### src/rtl/sa_pkg.sv
// Shared definitions for the row SRAM streamer.
// Holds the FSM state encoding, the stream FIFO depth, the read credit
// limit and the helper that decides whether another read may be issued.
package sa_pkg;

  typedef enum logic [1:0] {
    ST_IDLE  = 2'd0,
    ST_ISSUE = 2'd1,
    ST_DRAIN = 2'd2,
    ST_DONE  = 2'd3
  } state_t;

  localparam int STREAM_FIFO_DEPTH = 3;
  localparam int FIFO_CNT_W        = $clog2(STREAM_FIFO_DEPTH + 1);

  // Reads in flight plus rows already buffered may never exceed the FIFO
  // depth, so a returning row always has a slot regardless of backpressure.
  localparam int CREDIT_LIMIT = STREAM_FIFO_DEPTH;

  // True when one more read fits within the credit limit.
  function automatic logic credit_ok(input logic [FIFO_CNT_W-1:0] fifo_count,
                                     input logic                  inflight);
    return (int'(fifo_count) + int'(inflight)) < CREDIT_LIMIT;
  endfunction

endpackage

### src/rtl/sync_stream_fifo.sv
// Small first-word-fall-through FIFO for the row stream.
// Ports:
//   CLK, RSTn        clock, synchronous active-low reset
//   push, push_data  write one entry
//   pop              remove the head entry (ignored when empty)
//   head             current head entry (valid when valid=1)
//   valid            registered "not empty" flag
//   count            registered occupancy
module sync_stream_fifo #(
  parameter int WIDTH = 8,
  parameter int DEPTH = 3,
  localparam int PTR_W = (DEPTH > 1) ? $clog2(DEPTH) : 1,
  localparam int CNT_W = $clog2(DEPTH + 1)
) (
  input  logic             CLK,
  input  logic             RSTn,
  input  logic             push,
  input  logic [WIDTH-1:0] push_data,
  input  logic             pop,
  output logic [WIDTH-1:0] head,
  output logic             valid,
  output logic [CNT_W-1:0] count
);

  logic [WIDTH-1:0] mem_r [DEPTH];
  logic [PTR_W-1:0] wr_ptr_r;
  logic [PTR_W-1:0] rd_ptr_r;
  logic [CNT_W-1:0] count_r;
  logic [CNT_W-1:0] count_next_s;
  logic             valid_r;
  logic             do_push_s;
  logic             do_pop_s;

  // Pointers wrap at DEPTH, which need not be a power of two.
  function automatic logic [PTR_W-1:0] ptr_inc(input logic [PTR_W-1:0] ptr);
    if (ptr == PTR_W'(DEPTH - 1)) begin
      return '0;
    end else begin
      return ptr + PTR_W'(1);
    end
  endfunction

  assign do_pop_s  = pop && (count_r != '0);
  // A full FIFO may still accept a push when the head leaves in the same cycle.
  assign do_push_s = push && ((count_r != CNT_W'(DEPTH)) || do_pop_s);

  // Next occupancy: simultaneous push and pop leave it unchanged.
  always_comb begin
    count_next_s = count_r;
    if (do_push_s && !do_pop_s) begin
      count_next_s = count_r + CNT_W'(1);
    end else if (!do_push_s && do_pop_s) begin
      count_next_s = count_r - CNT_W'(1);
    end else begin
      count_next_s = count_r;
    end
  end

  // Pointer, occupancy and valid-flag registers.
  always_ff @(posedge CLK) begin
    if (!RSTn) begin
      wr_ptr_r <= '0;
      rd_ptr_r <= '0;
      count_r  <= '0;
      valid_r  <= 1'b0;
    end else begin
      if (do_push_s) begin
        wr_ptr_r <= ptr_inc(wr_ptr_r);
      end
      if (do_pop_s) begin
        rd_ptr_r <= ptr_inc(rd_ptr_r);
      end
      count_r <= count_next_s;
      valid_r <= (count_next_s != '0);
    end
  end

  // Storage array; contents are only meaningful behind a valid pointer,
  // so it carries no reset.
  always_ff @(posedge CLK) begin
    if (do_push_s) begin
      mem_r[wr_ptr_r] <= push_data;
    end
  end

  assign head  = mem_r[rd_ptr_r];
  assign valid = valid_r;
  assign count = count_r;

endmodule

### src/rtl/sram_row_streamer.sv
// Read-side front end for the row SRAM. A START request captures a base
// row and a row count, then the block issues synchronous reads and hands
// every returned row to the operand feeder over a valid/ready stream.
// Ports:
//   CLK, RSTn                 clock, synchronous active-low reset
//   START_in, BASE_ADDR_in,   burst request (sampled only when idle)
//   LEN_in
//   SRAM_CSn/WEn/ADDR/BE      SRAM read port (writes never issued)
//   SRAM_D_in                 SRAM read data, one cycle after the read
//   DATA_out/VALID_out/       row stream towards the consumer
//   READY_in
//   BUSY_out, DONE_out        burst status
module sram_row_streamer
  import sa_pkg::*;
#(
  parameter int BWIDTH   = 256,
  parameter int AWIDTH   = 10,
  parameter int NUM_ROWS = 1024
) (
  input  logic              CLK,
  input  logic              RSTn,
  input  logic              START_in,
  input  logic [AWIDTH-1:0] BASE_ADDR_in,
  input  logic [AWIDTH:0]   LEN_in,
  output logic              SRAM_CSn,
  output logic              SRAM_WEn,
  output logic [AWIDTH-1:0] SRAM_ADDR,
  output logic [BWIDTH-1:0] SRAM_BE,
  input  logic [BWIDTH-1:0] SRAM_D_in,
  output logic [BWIDTH-1:0] DATA_out,
  output logic              VALID_out,
  input  logic              READY_in,
  output logic              BUSY_out,
  output logic              DONE_out
);

  localparam int LW = AWIDTH + 1;

  state_t                  state_r;
  logic [AWIDTH-1:0]       base_r;
  logic [LW-1:0]           len_r;
  logic [LW-1:0]           issued_r;
  logic                    inflight_r;
  logic                    busy_r;
  logic                    done_r;
  logic [FIFO_CNT_W-1:0]   fifo_count_s;
  logic                    issue_s;
  logic                    last_issue_s;
  logic                    pop_s;

  // Row count of the SRAM is informational only; addresses wrap at 2^AWIDTH.
  logic [31:0] unused_num_rows;
  assign unused_num_rows = NUM_ROWS;

  // A read goes out only while issuing and within credit. The term depends
  // on registers only (never on READY_in); RSTn gates it so a read cannot
  // slip out during the reset cycle.
  assign issue_s      = RSTn && (state_r == ST_ISSUE) && credit_ok(fifo_count_s, inflight_r);
  assign last_issue_s = issue_s && ((issued_r + LW'(1)) == len_r);
  assign pop_s        = VALID_out && READY_in;

  assign SRAM_CSn  = ~issue_s;
  assign SRAM_WEn  = 1'b1;
  assign SRAM_BE   = '0;
  assign SRAM_ADDR = base_r + issued_r[AWIDTH-1:0];

  // Burst sequencer with registered BUSY/DONE.
  always_ff @(posedge CLK) begin
    if (!RSTn) begin
      state_r  <= ST_IDLE;
      base_r   <= '0;
      len_r    <= '0;
      issued_r <= '0;
      busy_r   <= 1'b0;
      done_r   <= 1'b0;
    end else begin
      done_r <= 1'b0;
      case (state_r)
        ST_IDLE: begin
          if (START_in) begin
            base_r   <= BASE_ADDR_in;
            len_r    <= LEN_in;
            issued_r <= '0;
            if (LEN_in == '0) begin
              state_r <= ST_DONE;
              done_r  <= 1'b1;
            end else begin
              state_r <= ST_ISSUE;
              busy_r  <= 1'b1;
            end
          end
        end
        ST_ISSUE: begin
          if (issue_s) begin
            issued_r <= issued_r + LW'(1);
            if (last_issue_s) begin
              state_r <= ST_DRAIN;
            end
          end
        end
        ST_DRAIN: begin
          // Every issued row must have been handed downstream.
          if ((fifo_count_s == '0) && !inflight_r) begin
            state_r <= ST_DONE;
            busy_r  <= 1'b0;
            done_r  <= 1'b1;
          end
        end
        ST_DONE: begin
          state_r <= ST_IDLE;
        end
        default: begin
          state_r <= ST_IDLE;
          busy_r  <= 1'b0;
        end
      endcase
    end
  end

  // Marks the cycle in which SRAM_D_in carries the row read one cycle
  // earlier; the SRAM output merely holds otherwise.
  always_ff @(posedge CLK) begin
    if (!RSTn) begin
      inflight_r <= 1'b0;
    end else begin
      inflight_r <= issue_s;
    end
  end

  sync_stream_fifo #(
    .WIDTH(BWIDTH),
    .DEPTH(STREAM_FIFO_DEPTH)
  ) u_fifo (
    .CLK      (CLK),
    .RSTn     (RSTn),
    .push     (inflight_r),
    .push_data(SRAM_D_in),
    .pop      (pop_s),
    .head     (DATA_out),
    .valid    (VALID_out),
    .count    (fifo_count_s)
  );

  assign BUSY_out = busy_r;
  assign DONE_out = done_r;

endmodule

### config.mk
export PLATFORM = sky130hd
export DESIGN_NAME = sram_row_streamer
export DESIGN_NICKNAME = d
export VERILOG_FILES = /design/src/rtl/sa_pkg.sv /design/src/rtl/sync_stream_fifo.sv /design/src/rtl/sram_row_streamer.sv
export SDC_FILE = /design/constraint.sdc
export NUM_CORES = 1
export LEC_CHECK = 0
export ABC_AREA = 1
export CAP_MARGIN = 15
export CORE_AREA = 2 2 317 319
export CTS_CLUSTER_SIZE = 8
export DETAILED_ROUTE_END_ITERATION = 10
export DIE_AREA = 0 0 319 321
export PLACE_DENSITY = 0.6
export SETUP_SLACK_MARGIN = 0.4
export SYNTH_ARGS = -nofsm -noshare
export SYNTH_HDL_FRONTEND = slang
export SYNTH_SLANG_ARGS = --single-unit
### constraint.sdc
create_clock -name CLK -period 35.5 [get_ports CLK]
set_input_delay 5.325 -clock CLK [delete_from_list [all_inputs] [get_ports CLK]]
set_output_delay 5.325 -clock CLK [all_outputs]
set_load 0.01 [all_outputs]
Word-level counts from Yosys, hierarchy flattened

Memories as Yosys holds them, arrays and structs flattened. A register that Yosys moved wholly into a read port is not among the register bits.
Index checks and enable logic that the tools add are counted.

Flip-flop bits (word level): 44
Memory bits (writable): 768
Word-level logic and storage cells: 82
Memories kept: 1

Memories:

| memory       | depth | bits a word | read ports | clocked after Yosys merged registers in | write ports | line                   | source |
|---|---|---|---|---|---|---|---|
| u_fifo.mem_r | 3     | 256         | 1          | 1                                       | 1           | sync_stream_fifo.sv:25 | `logic [WIDTH-1:0] mem_r [DEPTH];` |

Add/subtract/negate cells: 7
Magnitude comparators: 1
Eq/ne operators: 12
Mux-type cells: 25
Bitwise logic cells: 1
Reductions and logical operators: 24

Operators by type and width:

| kind                    | number |
|---|---|
| $mux W11                | 2 |
| $mux W2                 | 11 |
| $pmux W11 S2            | 1 |
| $ne A2 B2 Y1 const B    | 6 |
| $add A11 B1 Y11 const B | 1 |
| $eq A11 B11 Y1          | 1 |
| $logic_not A11 Y1       | 1 |
| $add A10 B10 Y10        | 1 |
| $logic_and A1 B1 Y1     | 9 |
| $eq A2 B2 Y1 const B    | 4 |
| $mux W1                 | 8 |
| $pmux W2 S4             | 1 |
| $reduce_and A4 Y1       | 2 |
| $reduce_bool A2 Y1      | 4 |
| $add A2 B1 Y2 const B   | 3 |
| $logic_not A2 Y1        | 2 |
| $pmux W1 S2             | 2 |
| $add A2 B1 Y3           | 1 |
| $logic_not A1 Y1        | 3 |
| $lt A3 B2 Y1 const B    | 1 |
| $reduce_and A3 Y1       | 1 |
| $eq A2 B1 Y1 const B    | 1 |
| $reduce_and A2 Y1       | 1 |
| $sub A2 B1 Y2 const B   | 1 |
| 2 further kinds         | 2 |

Depth between registers and ports, before layout

Depth after elaboration: 9
Gate-level depth with buffers: 14
Mapped depth without buffers: 13

Hierarchy

A second synthesis with hierarchy kept.

Cells, all modules: 2,564
Area total of the unflattened synthesis: 33,066.7 um^2

Modules (own cells, without submodules):

| module            | instances | cells an instance | area an instance (um^2) | sequential area each (um^2) |
|---|---|---|---|---|
| sync_stream_fifo  | 1         | 1,966             | 28,796.4                | 23,242.3 |
| sram_row_streamer | 1         | 598               | 4,270.3                 | 740.7 |

Least setup slack after synthesis

No wires, ideal clock.

Kind: input to register
Start: in READY_in
End: mem u_fifo.mem_r[0][0] in the netlist's numbering, enable pin
Library setup time: 1.190 ns
Arrival time: 23.106 ns
Setup slack: 11.204 ns
Stages: 4
Cell sequence: nand3_1 > a21oi_1 > inv_1 > nor3_1

Cells in the longest elaborated chain, start to end: 6

RTL lines:

| what                          | line                    | source |
|---|---|---|
| start: declaration            | sram_row_streamer.sv:32 | `input logic READY_in,` |
| $logic_and A1 B1 Y1           | sram_row_streamer.sv:60 | `assign pop_s = VALID_out && READY_in;` |
| $logic_and A1 B1 Y1           | sync_stream_fifo.sv:43  | `assign do_pop_s = pop && (count_r != '0);` |
| $logic_or A1 B1 Y1            | sync_stream_fifo.sv:45  | `assign do_push_s = push && ((count_r != CNT_W'(DEPTH)) \|\| do_pop_s);` |
| $logic_and A1 B1 Y1           | sync_stream_fifo.sv:45  |  |
| $mux W1                       | sync_stream_fifo.sv:81  | `if (do_push_s) begin` |
| $mux W1 (implied by the code) | sync_stream_fifo.sv:82  | `mem_r[wr_ptr_r] <= push_data;` |
| end: declaration              | sync_stream_fifo.sv:25  |  |

No other way between the ends.

Worst setup path after layout

Start: in RSTn
End: out SRAM_CSn

Cells in the longest elaborated chain, start to end: 3

RTL lines:

| what                             | line                    | source |
|---|---|---|
| start: declaration               | sram_row_streamer.sv:21 | `input logic RSTn,` |
| $logic_and A1 B1 Y1 (2 in a row) | sram_row_streamer.sv:58 | `assign issue_s = RSTn && (state_r == ST_ISSUE) && credit_ok(fifo_count_s, inflight_r);` |
| $not A1 Y1                       | sram_row_streamer.sv:62 | `assign SRAM_CSn = ~issue_s;` |
| end: declaration                 | sram_row_streamer.sv:25 | `output logic SRAM_CSn,` |

No other way between the ends.

==> qor.txt <==
Post-synthesis compound-gate area fraction: 0.0908
Critical path startpoint category: input port
Clock sink total: 814
Final ANT Viol Nets: 0
Top_reg_cell synth: edfxtp_1
Met2 usage: 0.261
Synth top cells by count: edfxtp_1, a21oi_1, nand2_1
Max transition margin: 0.249
Total setup buffers inserted after CTS: 0
Crit path arrival time: 6.89 ns
Clock Latency Late Sink: 0.69 ns
Grt met1 use: 0.186
Vias/cell: 4.60
Largest family of logic cells by synthesized area: compound AO/OA/AOI/OAI gates
Clock Path Buffers: 3
Syn avg cell area: 12.8 µm²
Most common cell in the netlist: edfxtp_1
Layout Nets: 3402
Chip Width: 319 µm
CP Class: in -> out
Synth Area in Simple Gates: 0.0807
Unrepaired setup endpoints after global routing: no
Initial antenna violation count: 33
Hold Path Cell Cnt: 2
Worst Hold End: issued_r[10]$_SDFFE_PN0P_
Layout Cells excl Fill: 4436
EDFF count, synth: 768
Final setup TNS: 0 ns
Gr usage total: 0.159
Leakage power: 14.9 nW
Crit share post-route: 0.344
Vias in the first global route: 19.2k
Mux cell area share after synthesis: 0
Hold wc startpoint: issued_r[10]$_SDFFE_PN0P_
TritonRoute pass-1 iters: 5
Final worst slack: 23.28 ns
PnR Total Power: 0.00260 W
Slew Viols, Final: 0
GRT busiest layer: met2
Final min period: 12.22 ns
Post-Synth XOR/XNOR Area: 0.00392
Synth unique cells: 34
Global-route wire length before repair: 122000 µm
# DRC: 0
H-tree depth: 3
DIE AREA: 0.102 mm²
Top cells by area, synth: edfxtp_1, a21oi_1, buf_4, nand2_1, nor2_1
Seq cells post-synth: 814
Worst r2r path cells: 9
Reg-to-Reg End: u_fifo.mem_r[1][136]$_DFFE_PP_
CTS tree: done
Grt ovf: 0
Post_cts resized: 0
Syn Std Cell Area: 0.0325 mm²
Worst vdd ir: 49.6 µV
Yosys warns: 0
Final count of hold timing violations: 0
Starting Density: 0.328
Reg2reg setup slack: 31.41 ns
Skew final: 0.0335 ns
Worst Path Required: 30.17 ns
M3 GR Usage: 0.0616
Core ar.: 0.0993 mm²
Status: finished, final reports clean
Worst R2R Start: u_fifo.count[0]$_SDFF_PN0_
Hold_buf cts: 0
Via count: 20.4k
Fmax: 0.0818 GHz
Post-placement cell count: 4288
Max Cap Viol: 0
CP Max Fanout: 29
Actual slew at the worst max-slew pin: 1.13 ns
DP HPWL: 52500 µm
Area grow syn2layout: 27.6%
Layout cells sized above 1: 0.0485
Syn Inst Count: 2543
Register area share after synthesis: 0.737
Routed Wire Length: 85700 µm
Util after Layout: 0.418
Post-synthesis adder-cell area fraction: 0.00716
Num rows: 116
Final Setup Violations: 0
CTS clk-pin slew, worst paths: 0.05 ns
Root Buffer: clkbuf_16
Worst Setup End Kind: output pin
WL/cell: 19.3 µm
1st-iter DRT viols: 1250
Placer Congestion: 0.784
Pwr dens: 62.7 mW/mm²
Die height: 321 µm
Port Buffers: 550
Num CTS Buffers: 111
Synth async-reset ratio: 0
Dpl ws: 23.31 ns
Largest net degree at the start of global routing: 162
Worst min path class: reg -> reg
Fillers: 9085
Synth top area share: 0.709
I/O pins: 808
Yosys top cell by area: edfxtp_1
## worst max path at each step
stage	cells after the start	end	slack, ns	startpoint
after floorplan	4	u_fifo.mem_r[0][0]$_DFFE_PP_	11.20	READY_in
after global placement	4	SRAM_CSn	23.32	RSTn
after detailed placement	4	SRAM_CSn	23.31	RSTn
after CTS	4	SRAM_CSn	23.29	RSTn
after global routing	4	SRAM_CSn	23.19	RSTn
final	4	SRAM_CSn	23.28	RSTn
## cell families (layout without fill, tap and decap cells)
logic type               Yosys count  count (layout)
adder cells (fa/ha/maj)           18              18
AND/OR/NAND/NOR                  679             679
XOR/XNOR                          13              13
AO/OA/AOI/OAI                    583             583
other                              2             264
flip-flops                       814             814
buffers and inverters            434             767
## worst max-delay path, cell delays in order
cell             delay (ns)
clkdlybuf4s50_1        0.46
buf_4                  0.28
nand3_1                0.22
clkdlybuf4s50_1        0.59
## power by group
part	switching, W	internal (W)
sequential	0.0000216	0.00113
combinational	0.000283	0.000229
clock	0.000380	0.000557
## metrics by stage
step                hold WS, ns  cell area [µm²]
floorplan                 0.444            33500
global placement          0.454            38500
detailed placement        0.459            38500
CTS                       0.466            41500
global route              0.490            41500
finish                    0.467            41500
## state kept, by name (all words and copies together), names as in the netlist, named ones only
signal / flops
u_fifo.mem_r: 768
state_r: 2
inflight_r: 1
len_r: 11
issued_r: 11
DONE_out: 1
u_fifo.count: 2
u_fifo.wr_ptr_r: 2
u_fifo.valid: 1
BUSY_out: 1
base_r: 10
u_fifo.rd_ptr_r: 2
## cell type report
type                            count  area (µm²)  area share
Antenna cell                        7        17.5    0.000422
Clock buffer                      134        2860      0.0690
Clock inverter                      7         154     0.00371
Inverter                           53         221     0.00534
Multi-Input combinational cell   1550        6910       0.167
Sequential cell                   814       24000       0.578
Tap cell                         1298        1620      0.0391
Timing Repair Buffer              573        5700       0.137
## cells in the final DEF (no fill, tap or decap), types with 3 or more instances in the layout
cell / count
conb_1: 257
o21ai_0: 26
dfxtp_1: 44
nand4_1: 4
ha_1: 17
diode_2: 7
clkdlybuf4s50_1: 550
inv_1: 49
nand2_1: 333
clkbuf_1: 23
nand3_1: 27
a21oi_1: 546
clkinv_16: 4
buf_4: 21
xnor2_1: 5
inv_8: 3
edfxtp_1: 768
clkbuf_16: 111
xor2_1: 7
nor2_1: 303
## layer usage
metal	vias to the layer above	share of wire
met3	179	0.096
met5	-	0.0019
met1	9791	0.39
met2	817	0.48
met4	24	0.031
li1	9591	-
Power figures use the tool's default switching activity.
